File: src/rtl/rst_seq_gen_if.sv
// Control/status bundle of the reset sequencer.
//   sw_rst    : synchronous request to re-run the release sequence
//   rst_n_out : per-domain active-low resets, bit k = domain k
//   clka_en   : one-cycle enable pulse for the slow memory domain
//   seq_done  : all domains released
//   state     : debug view of the sequencer (0 SYNC, 1 HOLD, 2 RELEASE, 3 RUN)
interface rst_seq_gen_if #(
    parameter int unsigned NCH = 2
);
    logic           sw_rst;
    logic [NCH-1:0] rst_n_out;
    logic           clka_en;
    logic           seq_done;
    logic [1:0]     state;

    modport master (input sw_rst, output rst_n_out, clka_en, seq_done, state);
    modport slave  (output sw_rst, input rst_n_out, clka_en, seq_done, state);
endinterface

File: src/rtl/rst_seq_gen.sv
// Reset and clock-enable sequencer for the MIPS top.
// Synchronises the board reset, holds every domain in reset for HOLD cycles,
// then releases NCH domains in index order STAGGER cycles apart, and produces
// a free-running clka_en pulse every DIV cycles.
//   clk   : system clock, rising edge
//   reset : asynchronous active-low board reset
//   bus   : sw_rst in; rst_n_out, clka_en, seq_done, state out (all registered)
module rst_seq_gen #(
    parameter int unsigned NCH     = 2,
    parameter int unsigned HOLD    = 100,
    parameter int unsigned STAGGER = 4,
    parameter int unsigned DIV     = 2,
    parameter int unsigned CW      = 16
) (
    input  logic          clk,
    input  logic          reset,
    rst_seq_gen_if.master bus
);
    localparam int unsigned IW = (NCH > 1) ? $clog2(NCH) : 1;

    localparam logic [1:0] ST_SYNC    = 2'd0;
    localparam logic [1:0] ST_HOLD    = 2'd1;
    localparam logic [1:0] ST_RELEASE = 2'd2;
    localparam logic [1:0] ST_RUN     = 2'd3;

    logic [1:0]     sync_q;
    logic           rst_sync;
    logic [1:0]     state_q, state_d;
    logic [CW-1:0]  cnt_q, cnt_d;
    logic [IW-1:0]  idx_q, idx_d;
    logic [NCH-1:0] rel_q, rel_d;
    logic           done_q, done_d;
    logic [CW-1:0]  ph_q;
    logic           clka_q;

    assign rst_sync = sync_q[1];

    // Two-flop reset synchroniser: assertion is immediate, release lands on E2.
    always_ff @(posedge clk or negedge reset) begin
        if (!reset) begin
            sync_q <= '0;
        end else begin
            sync_q <= {sync_q[0], 1'b1};
        end
    end

    // Sequencer state and release registers.
    always_ff @(posedge clk or negedge reset) begin
        if (!reset) begin
            state_q <= ST_SYNC;
            cnt_q   <= '0;
            idx_q   <= '0;
            rel_q   <= '0;
            done_q  <= 1'b0;
        end else begin
            state_q <= state_d;
            cnt_q   <= cnt_d;
            idx_q   <= idx_d;
            rel_q   <= rel_d;
            done_q  <= done_d;
        end
    end

    // Next-state logic; a software re-run request overrides everything past SYNC.
    always_comb begin
        state_d = state_q;
        cnt_d   = cnt_q;
        idx_d   = idx_q;
        rel_d   = rel_q;
        done_d  = done_q;

        case (state_q)
            ST_SYNC: begin
                // sync_q[0] high means rst_sync rises on this same edge, so HOLD starts at E2.
                if (sync_q[0]) begin
                    state_d = ST_HOLD;
                    cnt_d   = '0;
                end
            end
            ST_HOLD: begin
                if (cnt_q == CW'(HOLD - 1)) begin
                    cnt_d = '0;
                    rel_d = NCH'(1);
                    idx_d = IW'(1);
                    if (NCH == 1) begin
                        state_d = ST_RUN;
                        done_d  = 1'b1;
                    end else begin
                        state_d = ST_RELEASE;
                    end
                end else begin
                    cnt_d = cnt_q + CW'(1);
                end
            end
            ST_RELEASE: begin
                if (cnt_q == CW'(STAGGER - 1)) begin
                    cnt_d = '0;
                    rel_d = rel_q | (NCH'(1) << idx_q);
                    if (idx_q == IW'(NCH - 1)) begin
                        state_d = ST_RUN;
                        done_d  = 1'b1;
                    end else begin
                        idx_d = idx_q + IW'(1);
                    end
                end else begin
                    cnt_d = cnt_q + CW'(1);
                end
            end
            default: begin
            end
        endcase

        if (bus.sw_rst && (state_q != ST_SYNC)) begin
            state_d = ST_HOLD;
            cnt_d   = '0;
            idx_d   = '0;
            rel_d   = '0;
            done_d  = 1'b0;
        end
    end

    // Free-running clka_en divider, started by rst_sync and blind to sw_rst.
    always_ff @(posedge clk or negedge reset) begin
        if (!reset) begin
            ph_q   <= '0;
            clka_q <= 1'b0;
        end else if (!rst_sync) begin
            ph_q   <= '0;
            clka_q <= 1'b0;
        end else if (ph_q == CW'(DIV - 1)) begin
            ph_q   <= '0;
            clka_q <= 1'b1;
        end else begin
            ph_q   <= ph_q + CW'(1);
            clka_q <= 1'b0;
        end
    end

    assign bus.rst_n_out = rel_q;
    assign bus.seq_done  = done_q;
    assign bus.state     = state_q;
    assign bus.clka_en   = clka_q;
endmodule

File: src/flat_wrapper.sv
// flat-port wrapper written by rule: the top's interface ports become plain ports
module rst_seq_gen_flat 
#(
    parameter int unsigned NCH     = 2,
    parameter int unsigned HOLD    = 100,
    parameter int unsigned STAGGER = 4,
    parameter int unsigned DIV     = 2,
    parameter int unsigned CW      = 16
)
  (clk, reset, bus_sw_rst, bus_rst_n_out, bus_clka_en, bus_seq_done, bus_state);
  rst_seq_gen_if #(.NCH(NCH)) bus_i ();
  input  logic clk;
  input  logic reset;
  input wire logic [$bits(bus_i.sw_rst)-1:0] bus_sw_rst;
  output wire logic [$bits(bus_i.rst_n_out)-1:0] bus_rst_n_out;
  output wire logic [$bits(bus_i.clka_en)-1:0] bus_clka_en;
  output wire logic [$bits(bus_i.seq_done)-1:0] bus_seq_done;
  output wire logic [$bits(bus_i.state)-1:0] bus_state;
  assign bus_i.sw_rst = bus_sw_rst;
  assign bus_rst_n_out = bus_i.rst_n_out;
  assign bus_clka_en = bus_i.clka_en;
  assign bus_seq_done = bus_i.seq_done;
  assign bus_state = bus_i.state;
  rst_seq_gen #(.NCH(NCH), .HOLD(HOLD), .STAGGER(STAGGER), .DIV(DIV), .CW(CW)) u_core (.clk(clk), .reset(reset), .bus(bus_i));
endmodule
File: config.mk
export PLATFORM = sky130hd
export DESIGN_NAME = rst_seq_gen_flat
export DESIGN_NICKNAME = d
export VERILOG_FILES = /design/src/rtl/rst_seq_gen_if.sv /design/src/rtl/rst_seq_gen.sv /design/src/flat_wrapper.sv
export SDC_FILE = /design/constraint.sdc
export NUM_CORES = 1
export LEC_CHECK = 0
export CAP_MARGIN = 15
export CORE_MARGIN = 2
export CORE_UTILIZATION = 54
export DETAILED_ROUTE_END_ITERATION = 6
export PLACE_DENSITY_LB_ADDON = 0.12
export SLEW_MARGIN = 10
export SYNTH_ARGS = -nofsm -noshare
export SYNTH_HDL_FRONTEND = slang
export SYNTH_SLANG_ARGS = --single-unit
File: constraint.sdc
create_clock -name clk -period 4.9 [get_ports clk]
set_input_delay 1.225 -clock clk [delete_from_list [all_inputs] [get_ports clk]]
set_output_delay 1.225 -clock clk [all_outputs]
set_load 0.1 [all_outputs]
## Word-level counts from Yosys, hierarchy flattened

Index checks and enable logic that the tools add are counted.

| storage, ports and cells | value |
|---|---|
| bits in registers | 41 |
| bits of input ports | 3 |

| operators by class | value |
|---|---|
| add/sub/neg operators | 3 |
| equal/unequal tests | 9 |
| shift operators | 1 |
| muxes and demuxes | 28 |
| bitwise logic cells | 1 |
| reduce and logical (&&, ||, !) cells | 12 |

Operators with widths:

| kind | count |
|---|---|
| 2-to-1 mux 16 bit | 6 |
| case mux 16 bit (3 select lines) | 1 |
| adder 16 x 1 -> 16 bit, second input constant | 2 |
| equality test 16 x 1 -> 1 bit, second input constant | 1 |
| equality test 16 x 2 -> 1 bit, second input constant | 1 |
| equality test 16 x 7 -> 1 bit, second input constant | 1 |
| 2-to-1 mux 2 bit | 8 |
| inequality test 3 x 1 -> 1 bit, second input constant | 4 |
| 2-to-1 mux 1 bit | 10 |
| nonzero test 2 bit | 4 |
| case mux 2 bit (3 select lines) | 1 |
| AND reduction 3 bit | 2 |
| AND reduction 5 bit | 1 |
| case mux 2 bit (2 select lines) | 1 |
| nonzero test 4 bit | 1 |
| nonzero test 3 bit | 1 |
| equality test 2 x 1 -> 1 bit, second input constant | 1 |
| equality test 2 bit, second input constant | 1 |
| logical NOT 2 bit | 1 |
| OR 2 bit | 1 |
| case mux 1 bit (2 select lines) | 1 |
| AND reduction 2 bit | 1 |
| << shifter 1 x 1 -> 2 bit, first input constant | 1 |
| adder 1 bit, second input constant | 1 |
| logical AND 1 bit | 1 |

## Longest topological paths before layout

| logic depth | value |
|---|---|
| depth in word-level cells | 5 |
| mapped depth | 8 |

## Worst setup path before layout

No wires, ideal clock.

| timing path | value |
|---|---|
| path kind | flip-flop to flip-flop |
| start | register u_core.state_q[1], in the netlist u_core.bus.state[1] |
| end | register u_core.cnt_q[10] |
| arrival time | 2632 ps |
| setup slack | 2152 ps |
| stages on the path, launching flop included | 7 |
| period minus slack after synthesis | 2748 ps |
| cells stage by stage | dfrtp_1 > inv_1 > ha_1 > or3_1 > nand3_1 > or4_1 > o311ai_0 |

| on the way | value |
|---|---|
| cells in the longest elaborated chain, start to end | 4 |
| elaborated cells on any way between the ends | 10 |

RTL lines:

| what | line | text |
|---|---|---|
| start, declared | rst_seq_gen.sv:28 | `logic [1:0] state_q, state_d;` |
| start signal, assigned | rst_seq_gen.sv:56 | `state_q <= state_d;` |
| nonzero test 2 bit | rst_seq_gen.sv:113 | `if (bus.sw_rst && (state_q != ST_SYNC)) begin` |
| logical AND 1 bit | rst_seq_gen.sv:113 |  |
| inequality test 3 x 1 -> 1 bit (no source line) / nonzero test 4 bit (equally long branches) | - |  |
| AND reduction 2 bit (no source line) | - |  |
| end signal, assigned | rst_seq_gen.sv:57 | `cnt_q <= cnt_d;` |
| end, declared | rst_seq_gen.sv:29 | `logic [CW-1:0] cnt_q, cnt_d;` |

Several ways; a longest one is shown, not always the timed one.
A chain may end at the register's enable or synchronous reset.

## Final worst setup path

| timing path | value |
|---|---|
| start | register u_core.state_q[0], in the netlist u_core.bus.state[0] |
| end | output bus_state[0] |

RTL lines:

| what | line | text |
|---|---|---|
| end, declared | flat_wrapper.sv:18 | `output wire logic [$bits(bus_i.state)-1:0] bus_state;` |

No word-level cell between the ends.

==> flow_metrics.env <==
export IMPL_status="finished clean"
export IMPL_drtPass1Iterations=4
export IMPL_num_rows=23
export IMPL_post_cts_buffers=0
export IMPL_worstPathMaxFanout=5
export IMPL_cts_sinks=41
export IMPL_layout_drive_gt1_share_pct=12.1
export IMPL_clkPwrFrac_pct=26.8
export IMPL_fin_skew_ns=0.00371
export IMPL_die_area_um2=4680
export IMPL_crit_family="buffers and inverters"
export IMPL_ys_types=44
export IMPL_clockBufferDepth=2
export IMPL_fmax_mhz=321
export IMPL_relSlewSlack_pct=34.1
export IMPL_utilization_pct=60.7
export IMPL_grt_max_degree=42
export IMPL_p_leak_nw=0.986
export IMPL_syn_to_final_growth_pct=8.44
export IMPL_pin_count=9
export IMPL_first_global_vias=1630
export IMPL_hold_violations=0
export IMPL_dp_hpwl_um=3190
export IMPL_drv_slew=0
export IMPL_drt_iter0_drc=86
export IMPL_synth_seq_cells=41
export IMPL_cts_tree="yes"
export IMPL_worstSetupEndpointType="output port"
export IMPL_slowest_stage="clkdlybuf4s50_1"
export IMPL_yosysSeqAreaShare_pct=45.8
export IMPL_totalWireLength_um=4450
export IMPL_start_util_pct=56.0
export IMPL_cts_hold_buf=0
export IMPL_final_setup_tns_ns=0
export IMPL_p_total_uw=985
export IMPL_grt_use_total_pct=21.7
export IMPL_syn_inst=226
export IMPL_async_flop_share_pct=100
export IMPL_final_common_cell="dfrtp_1"
export IMPL_syn_area_um2=2240
export IMPL_vdd_drop_max_mv=0.284
export IMPL_syn_nets=237
export IMPL_whs_ns=0.376
export IMPL_drv_cap=0
export IMPL_synth_top_area_share_pct=45.8
export IMPL_gp_congestion=0.843
export IMPL_power_density_nw_per_um2=406
export IMPL_switching_power_uw=390
export IMPL_vias=1688
export IMPL_h_tree_depth=2
export IMPL_placed_cells=275
export IMPL_holdCritPathClass="flop to flop"
export IMPL_grt_ovfl_total=0
export IMPL_final_net_count=243
export IMPL_yosys_area_top_type="dfrtp_1"
export IMPL_fin_ws_ns=1.79
export IMPL_coreArea_um2=4000
export IMPL_ant_nets=0
export IMPL_rsz0062_at_grt="no"
export IMPL_drc=0
export IMPL_worstPathArrival_ns=1.89
export IMPL_numCtsBuffers=5
export IMPL_fin_crit_ns=3.11
export IMPL_path_clk_slew_ns=0.08
export IMPL_critical_path_class="flop to output port"
export IMPL_worstSkewPairLatency_ns=0.29
export IMPL_antenna_found_initial=0
export IMPL_power_frac_comb_pct=34.1
export IMPL_wire_per_inst_um=15.8
export IMPL_vias_per_cell=5.99
export IMPL_place_area_um2=2320
export IMPL_required_ns=3.67
export IMPL_synth_edf_count=0
export IMPL_crit_buf_inv=1
export IMPL_ys_flop_type="dfrtp_1"
export IMPL_tightest_slew_ns=0.985
export IMPL_start_kind="flop"
export IMPL_fin_cells=282
export IMPL_post_cts_resized=0
export IMPL_p_sw_share_pct=39.6
export IMPL_root_buffer="clkbuf_8"
export IMPL_setup_violations_final=0
export IMPL_yosys_top_cells_area="dfrtp_1 46%, xor2_1 4.7%, ha_1 4.5%"
export IMPL_port_buffers=8
export IMPL_die_y_um=68.4
export IMPL_dp_slack_ns=1.71
export IMPL_finalCritPeriodShare_pct=63.5
export IMPL_avgSynthCellArea_um2=9.91
export IMPL_finalInstanceArea_um2=2430
export IMPL_internal_power_uw=596
export IMPL_final_cell_mix="41 x dfrtp_1, 22 x nor2_1, 20 x nand2_1"
export IMPL_yosys_warnings=0
export IMPL_insertedDiodeCount=0
export IMPL_die_w_um=68.4
export IMPL_pwr_share_seq_pct=39.1
export IMPL_crit_chain="clkdlybuf4s50_1"
export IMPL_cp_slowest_stage_delay_ns=1.17
export IMPL_grt_pass1_wl_um=7460
power groups by stage:
stage	registers [mW]	logic, mW	clock network, mW
floorplan	0.454	0.218	0
global placement	0.389	0.323	0
detailed placement	0.391	0.335	0
CTS	0.385	0.335	0.273
global route	0.388	0.361	0.286
finish	0.385	0.336	0.264
layer usage:
metal	part of all wire (%)	track usage (%)	routed length, um	up-vias
met5	0	0	0	-
met4	1.2	7.25	52	0
met3	2.3	4.93	101	6
met2	53	38.1	2360	20
met1	44	25.9	1940	844
li1	-	-	-	818
worst paths after layout:
check,startpoint,to,slack [ns],depth (start not counted)
worst max register to register,u_core.bus.state[0],u_core.cnt_q[7],2.54,6
worst max-delay path,u_core.bus.state[0],bus_state[0],1.79,1
worst min register to register,u_core.sync_q[0],u_core.sync_q[1],0.38,0
max in group asynchronous,reset,u_core.bus.state[1],3.29,1
min in group asynchronous,reset,u_core.ph_q[11],1.05,1
worst min-delay path,u_core.sync_q[0],u_core.sync_q[1],0.38,0
worst register-to-register path: stages, from the launching register on:
cell	delay, ns
dfrtp_1	0.43
inv_1	0.11
ha_1	0.38
or3_1	0.17
and2_1	0.62
nand4_1	0.22
o311ai_0	0.33
flip-flops by register name, indices dropped and copies added, names as in the netlist:
name / count
u_core.cnt_q: 16
u_core.ph_q: 16
u_core.bus.rst_n_out: 2
u_core.bus.state: 2
u_core.sync_q: 2
u_core.bus.clka_en: 1
u_core.bus.seq_done: 1
u_core.idx_q: 1
cell usage after synthesis, types with 3 or more instances:
master and number:
ha_1 8, clkbuf_1 6, a22oi_1 3, a21oi_2 7, nor3_1 7, xor2_1 12, nand3_1 12, nand2b_1 3
nor4_1 8, inv_1 6, nand2_1 20, and3_1 7, nor2_1 22, or2_2 3, nand4_1 12, o21ai_0 5
xnor2_1 9, dfrtp_1 41
kinds of logic after synthesis:
kind of cell | after synthesis | synth area share [%]
AND/OR/NAND/NOR | 110 | 26.8
flip-flops | 41 | 45.8
AO/OA/AOI/OAI | 30 | 11.2
XOR/XNOR | 21 | 8.21
buffers and inverters | 15 | 3.35
adder cells (fa/ha/maj) | 8 | 4.47
other | 1 | 0.167
cell type report:
class                           instances  area (um2)
Sequential cell                        41        1030
Multi-Input combinational cell        170        1140
Tap cell                               50        62.6
Clock buffer                            5        68.8
Inverter                                6        22.5
Clock inverter                          2        35.0
Fill cell                             312        1570
Timing Repair Buffer                    8        75.1
No activity file was read; power rests on OpenSTA's default activity.
